$ cat config.mk
export PLATFORM = sky130hd
export DESIGN_NAME = mem_port_arbiter_flat
export DESIGN_NICKNAME = d
export VERILOG_FILES = /design/src/rtl/mem_port_arbiter_if.sv /design/src/rtl/mem_port_arbiter.sv /design/src/flat_wrapper.sv
export SDC_FILE = /design/constraint.sdc
export NUM_CORES = 1
export LEC_CHECK = 0
export CORE_AREA = 2 2 104 106
export CTS_BUF_LIST = sky130_fd_sc_hd__clkbuf_4
export CTS_CLUSTER_SIZE = 10
export DETAILED_ROUTE_END_ITERATION = 8
export DIE_AREA = 0 0 106 108
export PLACE_DENSITY = 0.83
export SYNTH_ARGS = -nofsm -noshare
export SYNTH_HDL_FRONTEND = slang
export SYNTH_SLANG_ARGS = --single-unit
export TNS_END_PERCENT = 30
$ cat constraint.sdc
create_clock -name clock -period 3.75 [get_ports clock]
set_input_delay 0.5625 -clock clock [delete_from_list [all_inputs] [get_ports clock]]
set_output_delay 0.5625 -clock clock [all_outputs]
set_load 0.1 [all_outputs]
$ cat src/rtl/mem_port_arbiter_if.sv
// Bus bundle between the pipeline requesters (IF, MEM), the arbiter and the unified RAM.
// slave is the arbiter's view; master is the pipeline/RAM side.
interface mem_port_arbiter_if #(
   parameter int unsigned ADDR_W = 32,
   parameter int unsigned DATA_W = 32
);
   logic              if_req;
   logic [ADDR_W-1:0] if_addr;
   logic [DATA_W-1:0] if_rdata;
   logic              if_done;
   logic              if_stall;

   logic              mem_req;
   logic              mem_we;
   logic [ADDR_W-1:0] mem_addr;
   logic [DATA_W-1:0] mem_wdata;
   logic [DATA_W-1:0] mem_rdata;
   logic              mem_done;
   logic              mem_stall;

   logic              ram_en;
   logic              ram_we;
   logic [ADDR_W-1:0] ram_addr;
   logic [DATA_W-1:0] ram_wdata;
   logic [DATA_W-1:0] ram_rdata;

   logic              arb_busy;

   modport slave (
      input  if_req, if_addr, mem_req, mem_we, mem_addr, mem_wdata, ram_rdata,
      output if_rdata, if_done, if_stall, mem_rdata, mem_done, mem_stall,
      output ram_en, ram_we, ram_addr, ram_wdata, arb_busy
   );

   modport master (
      output if_req, if_addr, mem_req, mem_we, mem_addr, mem_wdata, ram_rdata,
      input  if_rdata, if_done, if_stall, mem_rdata, mem_done, mem_stall,
      input  ram_en, ram_we, ram_addr, ram_wdata, arb_busy
   );
endinterface

$ cat src/rtl/mem_port_arbiter.sv
// Arbiter sharing one fixed-latency single-ported RAM between instruction fetch and the
// MEM stage; one access in flight, one-cycle done pulse, alternating grants under contention.
module mem_port_arbiter #(
   parameter int unsigned ADDR_W  = 32,
   parameter int unsigned DATA_W  = 32,
   parameter int unsigned MEM_LAT = 2
) (
   input  logic                clock,
   input  logic                reset,
   mem_port_arbiter_if.slave   bus
);
   localparam int unsigned CNT_W = $clog2(MEM_LAT) + 1;

   typedef enum logic [1:0] {
      S_IDLE  = 2'd0,
      S_ISSUE = 2'd1,
      S_WAIT  = 2'd2,
      S_DONE  = 2'd3
   } state_t;

   state_t            r_state;
   state_t            w_next;
   logic              w_grant;
   logic              w_grant_mem;

   logic [CNT_W-1:0]  r_cnt;
   logic              r_last_mem;   // last grant went to MEM; also the current owner
   logic              r_ram_en;
   logic              r_ram_we;
   logic [ADDR_W-1:0] r_ram_addr;
   logic [DATA_W-1:0] r_ram_wdata;
   logic              r_if_done;
   logic              r_mem_done;
   logic              r_busy;

   // State register
   always_ff @(posedge clock) begin
      if (reset) r_state <= S_IDLE;
      else       r_state <= w_next;
   end

   // Next state and grant decision; MEM wins contention unless it had the previous grant
   always_comb begin
      w_next      = r_state;
      w_grant     = 1'b0;
      w_grant_mem = 1'b0;
      case (r_state)
         S_IDLE: begin
            if (bus.if_req || bus.mem_req) begin
               w_grant     = 1'b1;
               w_grant_mem = bus.mem_req && (!bus.if_req || !r_last_mem);
               w_next      = S_ISSUE;
            end
         end
         S_ISSUE: w_next = (MEM_LAT == 1) ? S_DONE : S_WAIT;
         S_WAIT:  if (r_cnt == CNT_W'(1)) w_next = S_DONE;
         S_DONE:  w_next = S_IDLE;
         default: w_next = S_IDLE;
      endcase
   end

   // Datapath: RAM command latched at grant and held until the next grant
   always_ff @(posedge clock) begin
      if (reset) begin
         r_cnt       <= '0;
         r_last_mem  <= 1'b0;
         r_ram_en    <= 1'b0;
         r_ram_we    <= 1'b0;
         r_ram_addr  <= '0;
         r_ram_wdata <= '0;
         r_if_done   <= 1'b0;
         r_mem_done  <= 1'b0;
         r_busy      <= 1'b0;
      end else begin
         r_ram_en   <= (w_next == S_ISSUE);
         r_busy     <= (w_next != S_IDLE);
         r_if_done  <= (w_next == S_DONE) && !r_last_mem;
         r_mem_done <= (w_next == S_DONE) && r_last_mem;
         if (r_state == S_ISSUE)     r_cnt <= CNT_W'(MEM_LAT - 1);
         else if (r_state == S_WAIT) r_cnt <= r_cnt - CNT_W'(1);
         if (w_grant) begin
            r_last_mem  <= w_grant_mem;
            r_ram_we    <= w_grant_mem && bus.mem_we;
            r_ram_addr  <= w_grant_mem ? bus.mem_addr  : bus.if_addr;
            r_ram_wdata <= w_grant_mem ? bus.mem_wdata : DATA_W'(0);
         end
      end
   end

   assign bus.ram_en    = r_ram_en;
   assign bus.ram_we    = r_ram_we;
   assign bus.ram_addr  = r_ram_addr;
   assign bus.ram_wdata = r_ram_wdata;
   assign bus.arb_busy  = r_busy;
   assign bus.if_done   = r_if_done;
   assign bus.mem_done  = r_mem_done;

   // Read data passes through only during the owner's done cycle; stores return zero
   assign bus.if_rdata  = r_if_done ? bus.ram_rdata : DATA_W'(0);
   assign bus.mem_rdata = (r_mem_done && !r_ram_we) ? bus.ram_rdata : DATA_W'(0);

   assign bus.if_stall  = bus.if_req  && !r_if_done;
   assign bus.mem_stall = bus.mem_req && !r_mem_done;
endmodule

$ cat src/flat_wrapper.sv
// flat-port wrapper written by rule: the top's interface ports become plain ports
module mem_port_arbiter_flat 
#(
   parameter int unsigned ADDR_W  = 32,
   parameter int unsigned DATA_W  = 32,
   parameter int unsigned MEM_LAT = 2
)
  (clock, reset, bus_if_req, bus_if_addr, bus_mem_req, bus_mem_we, bus_mem_addr, bus_mem_wdata, bus_ram_rdata, bus_if_rdata, bus_if_done, bus_if_stall, bus_mem_rdata, bus_mem_done, bus_mem_stall, bus_ram_en, bus_ram_we, bus_ram_addr, bus_ram_wdata, bus_arb_busy);
  mem_port_arbiter_if #(.ADDR_W(ADDR_W), .DATA_W(DATA_W)) bus_i ();
  input  logic clock;
  input  logic reset;
  input wire logic [$bits(bus_i.if_req)-1:0] bus_if_req;
  input wire logic [$bits(bus_i.if_addr)-1:0] bus_if_addr;
  input wire logic [$bits(bus_i.mem_req)-1:0] bus_mem_req;
  input wire logic [$bits(bus_i.mem_we)-1:0] bus_mem_we;
  input wire logic [$bits(bus_i.mem_addr)-1:0] bus_mem_addr;
  input wire logic [$bits(bus_i.mem_wdata)-1:0] bus_mem_wdata;
  input wire logic [$bits(bus_i.ram_rdata)-1:0] bus_ram_rdata;
  output wire logic [$bits(bus_i.if_rdata)-1:0] bus_if_rdata;
  output wire logic [$bits(bus_i.if_done)-1:0] bus_if_done;
  output wire logic [$bits(bus_i.if_stall)-1:0] bus_if_stall;
  output wire logic [$bits(bus_i.mem_rdata)-1:0] bus_mem_rdata;
  output wire logic [$bits(bus_i.mem_done)-1:0] bus_mem_done;
  output wire logic [$bits(bus_i.mem_stall)-1:0] bus_mem_stall;
  output wire logic [$bits(bus_i.ram_en)-1:0] bus_ram_en;
  output wire logic [$bits(bus_i.ram_we)-1:0] bus_ram_we;
  output wire logic [$bits(bus_i.ram_addr)-1:0] bus_ram_addr;
  output wire logic [$bits(bus_i.ram_wdata)-1:0] bus_ram_wdata;
  output wire logic [$bits(bus_i.arb_busy)-1:0] bus_arb_busy;
  assign bus_i.if_req = bus_if_req;
  assign bus_i.if_addr = bus_if_addr;
  assign bus_i.mem_req = bus_mem_req;
  assign bus_i.mem_we = bus_mem_we;
  assign bus_i.mem_addr = bus_mem_addr;
  assign bus_i.mem_wdata = bus_mem_wdata;
  assign bus_i.ram_rdata = bus_ram_rdata;
  assign bus_if_rdata = bus_i.if_rdata;
  assign bus_if_done = bus_i.if_done;
  assign bus_if_stall = bus_i.if_stall;
  assign bus_mem_rdata = bus_i.mem_rdata;
  assign bus_mem_done = bus_i.mem_done;
  assign bus_mem_stall = bus_i.mem_stall;
  assign bus_ram_en = bus_i.ram_en;
  assign bus_ram_we = bus_i.ram_we;
  assign bus_ram_addr = bus_i.ram_addr;
  assign bus_ram_wdata = bus_i.ram_wdata;
  assign bus_arb_busy = bus_i.arb_busy;
  mem_port_arbiter #(.ADDR_W(ADDR_W), .DATA_W(DATA_W), .MEM_LAT(MEM_LAT)) u_core (.clock(clock), .reset(reset), .bus(bus_i));
endmodule
Word-level counts from Yosys, hierarchy flattened:

Index checks and enable logic that the tools add are counted.

* flip-flop bits (word level): 74
* bits of input ports: 133
* logic and storage cells: 49

* add/subtract/negate cells: 1
* eq/ne operators: 6
* mux-type cells: 13
* reduce and logical (&&, ||, !) cells: 18

Operator list (count)
* 32-bit two-way mux: 4
* 2-bit case mux with 4 select lines: 1
* 1-bit logical AND: 7
* 2-bit by 1-bit equality test with 1-bit output (second input constant): 3
* 2-bit equality test (second input constant): 3
* 1-bit two-way mux: 6
* 1-bit logical NOT: 5
* 2-bit two-way mux: 2
* 2-bit nonzero test: 2
* 2-bit logical NOT: 1
* 1-bit logical OR: 2
* 2-bit OR reduction: 1
* 2-bit by 1-bit subtractor with 2-bit output (second input constant): 1

Depth between registers and ports, before layout:

Gate-level depths: netlist of run 1.

* depth in word-level cells: 6
* depth in mapped cells: 7

Worst setup path before layout of run 1:

OpenSTA, ideal clock, no wires.

* path kind: input to output
* from: input bus_mem_req
* to: output bus_mem_stall
* data arrival time: 2.368 ns
* required time: 3.188 ns
* slack: 0.820 ns
* cell stages on the path: 3
* cells stage by stage: buf_6 > clkbuf_1 > nor2b_1

* cells in the longest elaborated chain, start to end: 1

RTL lines
* start, declared: line flat_wrapper.sv:14 `input wire logic [$bits(bus_i.mem_req)-1:0] bus_mem_req;`
* 1-bit logical AND: line mem_port_arbiter.sv:103 `assign bus.mem_stall = bus.mem_req && !r_mem_done;`
* end, declared: line flat_wrapper.sv:24 `output wire logic [$bits(bus_i.mem_stall)-1:0] bus_mem_stall;`

No other way between the ends.

Worst setup path in the final report of run 1:

* from: register u_core.r_state[0]
* to: register u_core.r_ram_addr[10] (netlist: u_core.bus.ram_addr[10])

* cells in the longest elaborated chain, start to end: 3
* elaborated cells between the ends (all ways): 4
* those cells by class: mux: 3; reduce/logical: 1

RTL lines
* start, declared: line mem_port_arbiter.sv:21 `state_t r_state;`
* start signal, assigned: line mem_port_arbiter.sv:39 `else r_state <= w_next;`
* 2-bit logical NOT *: line mem_port_arbiter.sv:47 `case (r_state)`
* 1-bit two-way mux: line mem_port_arbiter.sv:47
* 32-bit two-way mux: line mem_port_arbiter.sv:84 `r_ram_addr <= w_grant_mem ? bus.mem_addr : bus.if_addr;`
* end signal, assigned: line mem_port_arbiter.sv:84
* end, declared: line mem_port_arbiter.sv:30 `logic [ADDR_W-1:0] r_ram_addr;`

Every way passes the cells marked *; elsewhere a longest branch is shown, timed or not.
A chain may end at the register's enable or synchronous reset.

==> flow_results.org, run 1 <==
** Outcome
- The run finished with clean final reports.

** Synthesis
- By area the synthesized netlist is led by sky130_fd_sc_hd__dfxtp_1 (40%), sky130_fd_sc_hd__a2111oi_2 (13%), sky130_fd_sc_hd__and2_1 (11%), sky130_fd_sc_hd__a32oi_1 (7.7%), sky130_fd_sc_hd__a2111oi_0 (7.2%).
- Number of synthesized flops with an enable pin :: 0
- Number of standard cells after synthesis :: 414
- After synthesis the cells add up to 0.00375 mm^2.
- Net Count, Synth :: 552
- The commonest cells after synthesis are sky130_fd_sc_hd__dfxtp_1 (74), sky130_fd_sc_hd__nor2_1 (71), sky130_fd_sc_hd__and2_1 (64).
- Cell with the most instances after synthesis :: sky130_fd_sc_hd__dfxtp_1
- In this run, synthesis produced a sequential element count of 74.
- Fraction of registers with async set or reset after synthesis :: 0%
- Fraction of post-synthesis cell area in the top cell type by area :: roughly two fifths
- Yosys printed 0 warnings.
- The share of the Yosys chip area taken by registers is about two fifths.
- Number of library cell types mapped by synthesis :: 24
- Post-synthesis average cell area :: 9.05 um^2
- Summed over all instances, the cell type with the most area after synthesis is sky130_fd_sc_hd__dfxtp_1.
- For this run, the leading register cell type out of synthesis is sky130_fd_sc_hd__dfxtp_1.

** Final layout
- After filler insertion, the fill cell instance count of the layout stands at ~900.
- Summing all multi-input logic gate instances after layout gives 0.00192 mm^2.
- Compared with the post-synthesis result, the final layout area differs by 70.8%.
- Fin nets :: 795
- Finished Layout Cells :: between 700 and 800
- Of the cells placed in the final design, the portion with a size suffix greater than 1 is between 10% and 20%.
- The number of antenna diodes in the final layout is 0.
- In the final layout, flip-flops and latches occupy 0.00148 mm^2.

** Timing
- Slew at the pin closest to its max-slew limit :: between 1 and 1.5 ns
- The number of failing hold endpoints at the final stage is 0.
- Clock skew after layout :: 0.0205 ns
- Fin crit share :: 70.8%
- Timing would allow up to 377 MHz.
- The worst path in the final design needs a cycle of 2.65 ns, including I/O delays and setup.
- In this run the tightest slew margin relative to its limit is 30.3%.
- Post-route setup slack :: between 1 and 1.5 ns
- Setup violations remaining at the end of the flow were counted as 0.
- RSZ-0062 raised after global routing :: false
- Total negative slack :: 0 ns
- Total count of max-transition violations in the final report :: 0

** Detailed routing
- DRC Markers :: 0
- The count of nets left with antenna violations once routing finished came out at 0.
- Routed met1 length :: 5230 um
- Violation count after the first detailed-route iteration :: 252
- Wires add up to 13,700 um.
- Router iterations before antenna repair :: 4
- Routed signal wires occupy layers up through met4.
- The routed design uses 6740 um of met2 wire.
- Average wire per cell in the routed design :: approximately 17 um
- Wire length on met3 :: 1270 um
- In the routed layout, each cell is associated on average with a via count of 5.24.
- Detailed routing inserted a total of 4,183 vias.

** Clock tree
- Clock tree from TritonCTS :: done
- Post-CTS clock slew at the launch and capture registers of the worst setup and hold paths :: ~0.12 ns
- CTS-repair resized insts :: 0
- After clock tree synthesis, the flow added hold-fix buffers numbering 0.
- Count of H-tree levels built during CTS :: 3
- Clock sink total :: 74
- Number of buffers inserted by post-CTS setup repair :: 0
- In this run the clock root is driven by a sky130_fd_sc_hd__clkbuf_4.
- Later-pin clock latency in the skew report :: 0.42 ns
- TritonCTS buffer count :: 9
- Clock buffer depth :: 2

** Floorplan
- Once the floorplan was initialized, standard cells occupied 36.6% of the core.
- Cell Rows :: 37
- The floorplan step defined a die boundary enclosing 0.0114 mm^2.
- During I/O placement, the number of pins put on the boundary was about 270.
- Measured along the x axis, the die boundary spans 106 um.
- Die Height :: 108 um
- Core ar. :: 0.0102 mm^2

** Placement
- Routability-driven placement finished with a final weighted congestion of 0.788.
- Minimum setup slack after placement :: 1.14 ns
- Placed cell count :: 782
- # port buffers :: between 200 and 300
- HPWL reported at the end of detailed placement :: approximately 10,000 um

** Global route
- The first global-routing pass estimated 21,300 um of wire.
- Total global-route track usage :: 23.3%
- Entering global routing, the biggest net connects 42 pins.
- Residual overflow from global routing :: 0
- The initial antenna violation count came to 0.
- Vias in the first global route :: 4,192

** Pwr
- Cell area power density :: 796 mW/mm^2
- Leakage power summed over all cells :: 2.56 nW
- VDD sags by at most just over 400 uV.

** Worst hold path
- The worst hold path belongs to the class flop to flop.
- Hold Crit Depth :: 2

** Run
- Across the run, the number of max-cap violations was 0.

** Setup path
- The worst register-to-register path has a depth of 5.
- The critical path is of the flop to flop type.
- In this run the worst path has a maximum fanout of 32.
- Kind of start point of the critical path :: flop
- The worst setup path is captured at a flop.
- Required time of the worst setup path :: 4.03 ns
- At the worst endpoint, the arrival time is ~2.9 ns.
[cell type report]
type,count,area share [%]
Tap cell,136,2.66
Inverter,39,2.29
Clock buffer,12,1.41
Timing Repair Buffer,276,40.3
Sequential cell,74,23.1
Clock inverter,4,0.293
Multi-Input combinational cell,257,29.9
[layer usage]
metal  up-vias  global-route usage, %
met5         -                      0
met4         0                   11.7
met3        35                   7.41
met2       205                   39.8
met1      1967                   26.5
li1       1976                      -
[cell families (layout without fill, tap and decap cells)]
family	count (synthesis)	count (layout)	share of synthesized area, %
compound gates	103	103	29.2
fa+ha+maj	5	5	1.67
buf+inv	83	331	9.51
flops	74	74	39.5
mux	1	1	0.267
simple gates	148	148	19.8
[sequential cells by signal, summed over array words and instances (netlist names)]
signal	cells
u_core.bus.arb_busy	1
u_core.bus.ram_wdata	32
u_core.r_last_mem	1
u_core.bus.if_done	1
u_core.r_state	2
u_core.bus.ram_addr	32
u_core.bus.mem_done	1
u_core.bus.ram_en	1
u_core.r_cnt	2
u_core.bus.ram_we	1
[where the power goes]
part,leakage [nW],internal (W),switching (W)
logic,1.88,0.000852,0.00269
clock network,0.0685,0.000154,0.000269
registers,0.610,0.000997,0.000140
total,2.56,0.00200,0.00310
[layout by cell type (no fill, tap or decap), drive strengths merged, types with 4 or more instances in the layout]
cell type,n
clkdlybuf4s50,199
buf,77
dfxtp,74
nor2,72
and2,66
a2111oi,64
inv,38
a32oi,33
clkbuf,12
ha,5
clkinv,5
nor2b,4
[critical path, cell delays in order (launching register included)]
cell and delay (ns):
sky130_fd_sc_hd__dfxtp_1 0.35, sky130_fd_sc_hd__inv_1 0.11, sky130_fd_sc_hd__ha_1 0.34, sky130_fd_sc_hd__clkinv_1 0.74
sky130_fd_sc_hd__a2111oi_0 0.87, sky130_fd_sc_hd__a2111oi_2 0.11
[per-stage QoR]
stage / area [um^2] / hold WS, ns / utilization, % / power (W)
2_1_floorplan: 3750 / 0.437 / - / 0.00388
3_5_place_dp: 6290 / 0.474 / 61.5 / 0.00470
5_1_grt: 6400 / 0.528 / 62.6 / 0.00532
6_report: 6400 / 0.495 / 62.6 / 0.00510
3_3_place_gp: 6290 / 0.464 / 61.5 / 0.00464
4_1_cts: 6400 / 0.502 / 62.6 / 0.00514
[path summary, 6_finish.rpt]
path              slack (ns)                  endpoint                startpoint
setup / recovery        1.10   u_core.bus.ram_addr[10]         u_core.r_state[0]
hold / removal          0.50  u_core.bus.ram_wdata[12]  u_core.bus.ram_wdata[12]
setup reg to reg        1.10   u_core.bus.ram_addr[10]         u_core.r_state[0]
hold reg to reg         0.50  u_core.bus.ram_wdata[12]  u_core.bus.ram_wdata[12]
Power figures use the tool's default switching activity.
==> inputs of run 2 (changes only) <==
--- a/config.mk
+++ b/config.mk
@@ -5,12 +5,12 @@
 export SDC_FILE = /design/constraint.sdc
 export NUM_CORES = 1
 export LEC_CHECK = 0
-export CORE_AREA = 2 2 104 106
+export CORE_MARGIN = 1.5
+export CORE_UTILIZATION = 36
 export CTS_BUF_LIST = sky130_fd_sc_hd__clkbuf_4
 export CTS_CLUSTER_SIZE = 10
 export DETAILED_ROUTE_END_ITERATION = 8
-export DIE_AREA = 0 0 106 108
-export PLACE_DENSITY = 0.83
+export PLACE_DENSITY = 0.82
 export SYNTH_ARGS = -nofsm -noshare
 export SYNTH_HDL_FRONTEND = slang
 export SYNTH_SLANG_ARGS = --single-unit
==> constraint.sdc (replaced) <==
create_clock -name clock -period 2.77 [get_ports clock]
set_input_delay 0.4155 -clock clock [delete_from_list [all_inputs] [get_ports clock]]
set_output_delay 0.4155 -clock clock [all_outputs]
set_load 0.1 [all_outputs]
==> run 2 against run 1 <==
Register-to-register slack worse by 0.33 ns. First-iteration DRC count up 0.79%. Sequential power grew 36%. Clock skew is 0.0039 ns lower. Non-clock buffer count is 3 higher. Sequential share of layout area down 1.2 points. Combinational power is 35% higher. Clock power grew 100%. Critical path depth shrank 3. Global-route usage rose by 0.71 points. Highest routed layer unchanged.
==> flow_results.org, run 2 (synthesis gave the netlist of run 1 again) <==
** Floorplan
- The floorplan step defined a core boundary enclosing 0.0102 mm^2.
- Initial core utilization :: 36.6%
- From bottom edge to top edge, the die measures 105 um.
- The floorplan step defined a die boundary enclosing roughly 0.011 mm^2.
- Measured along the x axis, the die boundary spans 105 um.
- During I/O placement, the number of pins put on the boundary was ~270.
- Cell Rows :: 37

** Timing
- Fin. Hold Viols :: 0
- After layout, the worst path uses 82.3% of the clock period.
- Setup violations remaining at the end of the flow were counted as 0.
- Total negative slack :: 0 ns
- RSZ-0062 raised after global routing :: false
- Slew at the pin closest to its max-slew limit :: 0.864 ns
- Total count of max-transition violations in the final report :: 0
- FMAX :: 439 MHz
- The worst pin sits at a relative slew slack of 42.3%.
- Minimum clock period after layout :: 2.28 ns
- Clock skew after layout :: 0.0166 ns

** Setup path
- The largest single stage delay on the critical path is 0.91 ns.
- Endpoint arrival time on the critical path :: 1.86 ns
- The slowest stage of the critical path belongs to the cell sky130_fd_sc_hd__dfxtp_1.
- Largest fanout on the critical path :: 34
- The signal on the critical path passes through and2_1, buf_4.
- Kind of start point of the critical path :: flop
- STA puts the critical path data required time at approximately 2.4 ns.
- Kind of end point of the critical path :: primary output
- Start-to-end type of the worst setup path :: flop to primary output

** Global route
- First-pass GRT wire length :: 21,300 um
- Entering global routing, the biggest net connects 45 pins.
- Vias in the first global route :: 4,033
- Total global-route track usage :: 24.1%
- The initial antenna violation count was 0.
- Residual overflow from global routing :: 0

** Pwr
- Worst IR drop on VDD :: 545 uV
- The design draws 0.00720 W.
- Leakage power summed over all cells :: 2.81 nW
- Cell area power density :: approximately 1100 mW/mm^2

** Clock tree
- Clock tree from TritonCTS :: done
- Buffers added to address setup during post-CTS repair amount to 0.
- For this design, the sink count on the clock tree is 74.
- Root buffer cell :: sky130_fd_sc_hd__clkbuf_4
- Cts-stage hold buffer count :: 0
- TritonCTS buffer count :: 9
- Post-CTS clock slew at the launch and capture registers of the worst setup and hold paths :: 0.12 ns
- The later pin in the worst-skew pair is clocked with a latency of 0.41 ns.
- In this run the deepest clock path goes through 2 buffers.
- In this run the number of H-tree levels came out at 3.
- The number of gates resized after CTS was 0.

** Worst hold path
- The tightest min-delay check is of the input port to flop type.

** Run
- The tool flagged a number of max-cap violations equal to 0.

** Detailed routing
- Total via count after detailed routing :: around 4,100
- Router iterations before antenna repair :: 4
- DRT Wirelength :: approximately 14,000 um
- Using the TritonRoute via totals, the vias-per-cell ratio works out to 5.17.
- DRC Markers :: 0
- Once detail routing completed, the nets flagged for antenna violations numbered 0.
- The first routing iteration left 254 violations.
- Average wire per cell in the routed design :: 17.2 um

** Placement
- The congestion estimate from routability-driven global placement came to approximately 0.86.
- Placement Cell Area :: approximately 0.0066 mm^2
- # port buffers :: ~270
- HPWL reported at the end of detailed placement :: ~10,000 um

** Final layout
- Fin nets :: between 700 and 800
- In the final layout, the multi-input gates occupy 0.00192 mm^2.
- The library cell used most frequently in the layout, excluding fill and tap cells, is sky130_fd_sc_hd__clkdlybuf4s50_1.
- Design area :: 0.00676 mm^2
- Commonest non-fill, non-tap cells in the layout :: sky130_fd_sc_hd__clkdlybuf4s50_1 (131), sky130_fd_sc_hd__buf_4 (112), sky130_fd_sc_hd__dfxtp_1 (74)
- After filler insertion, the fill cell instance count of the layout stands at 781.
- From synthesis to final layout, the design area changed by 80.3%.
- 0 antenna diodes ended up in the layout.
- Registers take 0.00148 mm^2.
- Layout cell share with drive strength beyond 1 :: 30.4%

** Outcome
- Status :: complete, no violations
run 2: cell type report:
type,instances,area share (%)
Inverter,39,2.17
Tap cell,136,2.52
Clock inverter,5,1.52
Sequential cell,74,21.9
Clock buffer,11,1.22
Multi-Input combinational cell,257,28.4
Timing Repair Buffer,279,42.3
run 2: per-layer routing:
metal,GRT usage (%),up-vias,part of all wire (%)
li1,-,1983,-
met1,28.5,1951,39
met2,42.4,190,52
met3,6.24,16,7.1
met4,7.24,0,1.7
met5,0,-,0
run 2: worst max-delay path, delay by kind of cell (launching register included):
family        cells  cell delay (ns)
simple gates      1             0.25
flops             1             0.91
buf+inv           1             0.29
run 2: path summary, 6_finish.rpt:
| check | startpoint | end | slack (ns) | cells past startpoint |
|---|---|---|---|---|
| min | reset | u_core.bus.ram_wdata[3] | 0.28 | 2 |
| max | u_core.bus.if_done | bus_if_rdata[23] | 0.49 | 2 |
| min reg2reg | u_core.bus.ram_wdata[18] | u_core.bus.ram_wdata[18] | 0.50 | 2 |
| max reg2reg | u_core.r_state[0] | u_core.bus.ram_addr[14] | 0.77 | 6 |
run 2: report_power, final:
group	total, W	internal [W]	switching [W]
clock	0.000857	0.000477	0.000380
combinational	0.00479	0.00114	0.00364
sequential	0.00155	0.00135	0.000203
total	0.00720	0.00297	0.00423
run 2: metrics by stage:
step	hold WS (ns)	setup slack (ns)	util, %	std cells
floorplan	0.437	0.101	-	414
global placement	0.467	0.581	64.2	785
detailed placement	0.480	0.458	64.2	785
CTS	0.259	0.479	66.1	801
global route	0.252	0.344	66.1	801
finish	0.283	0.491	66.1	801
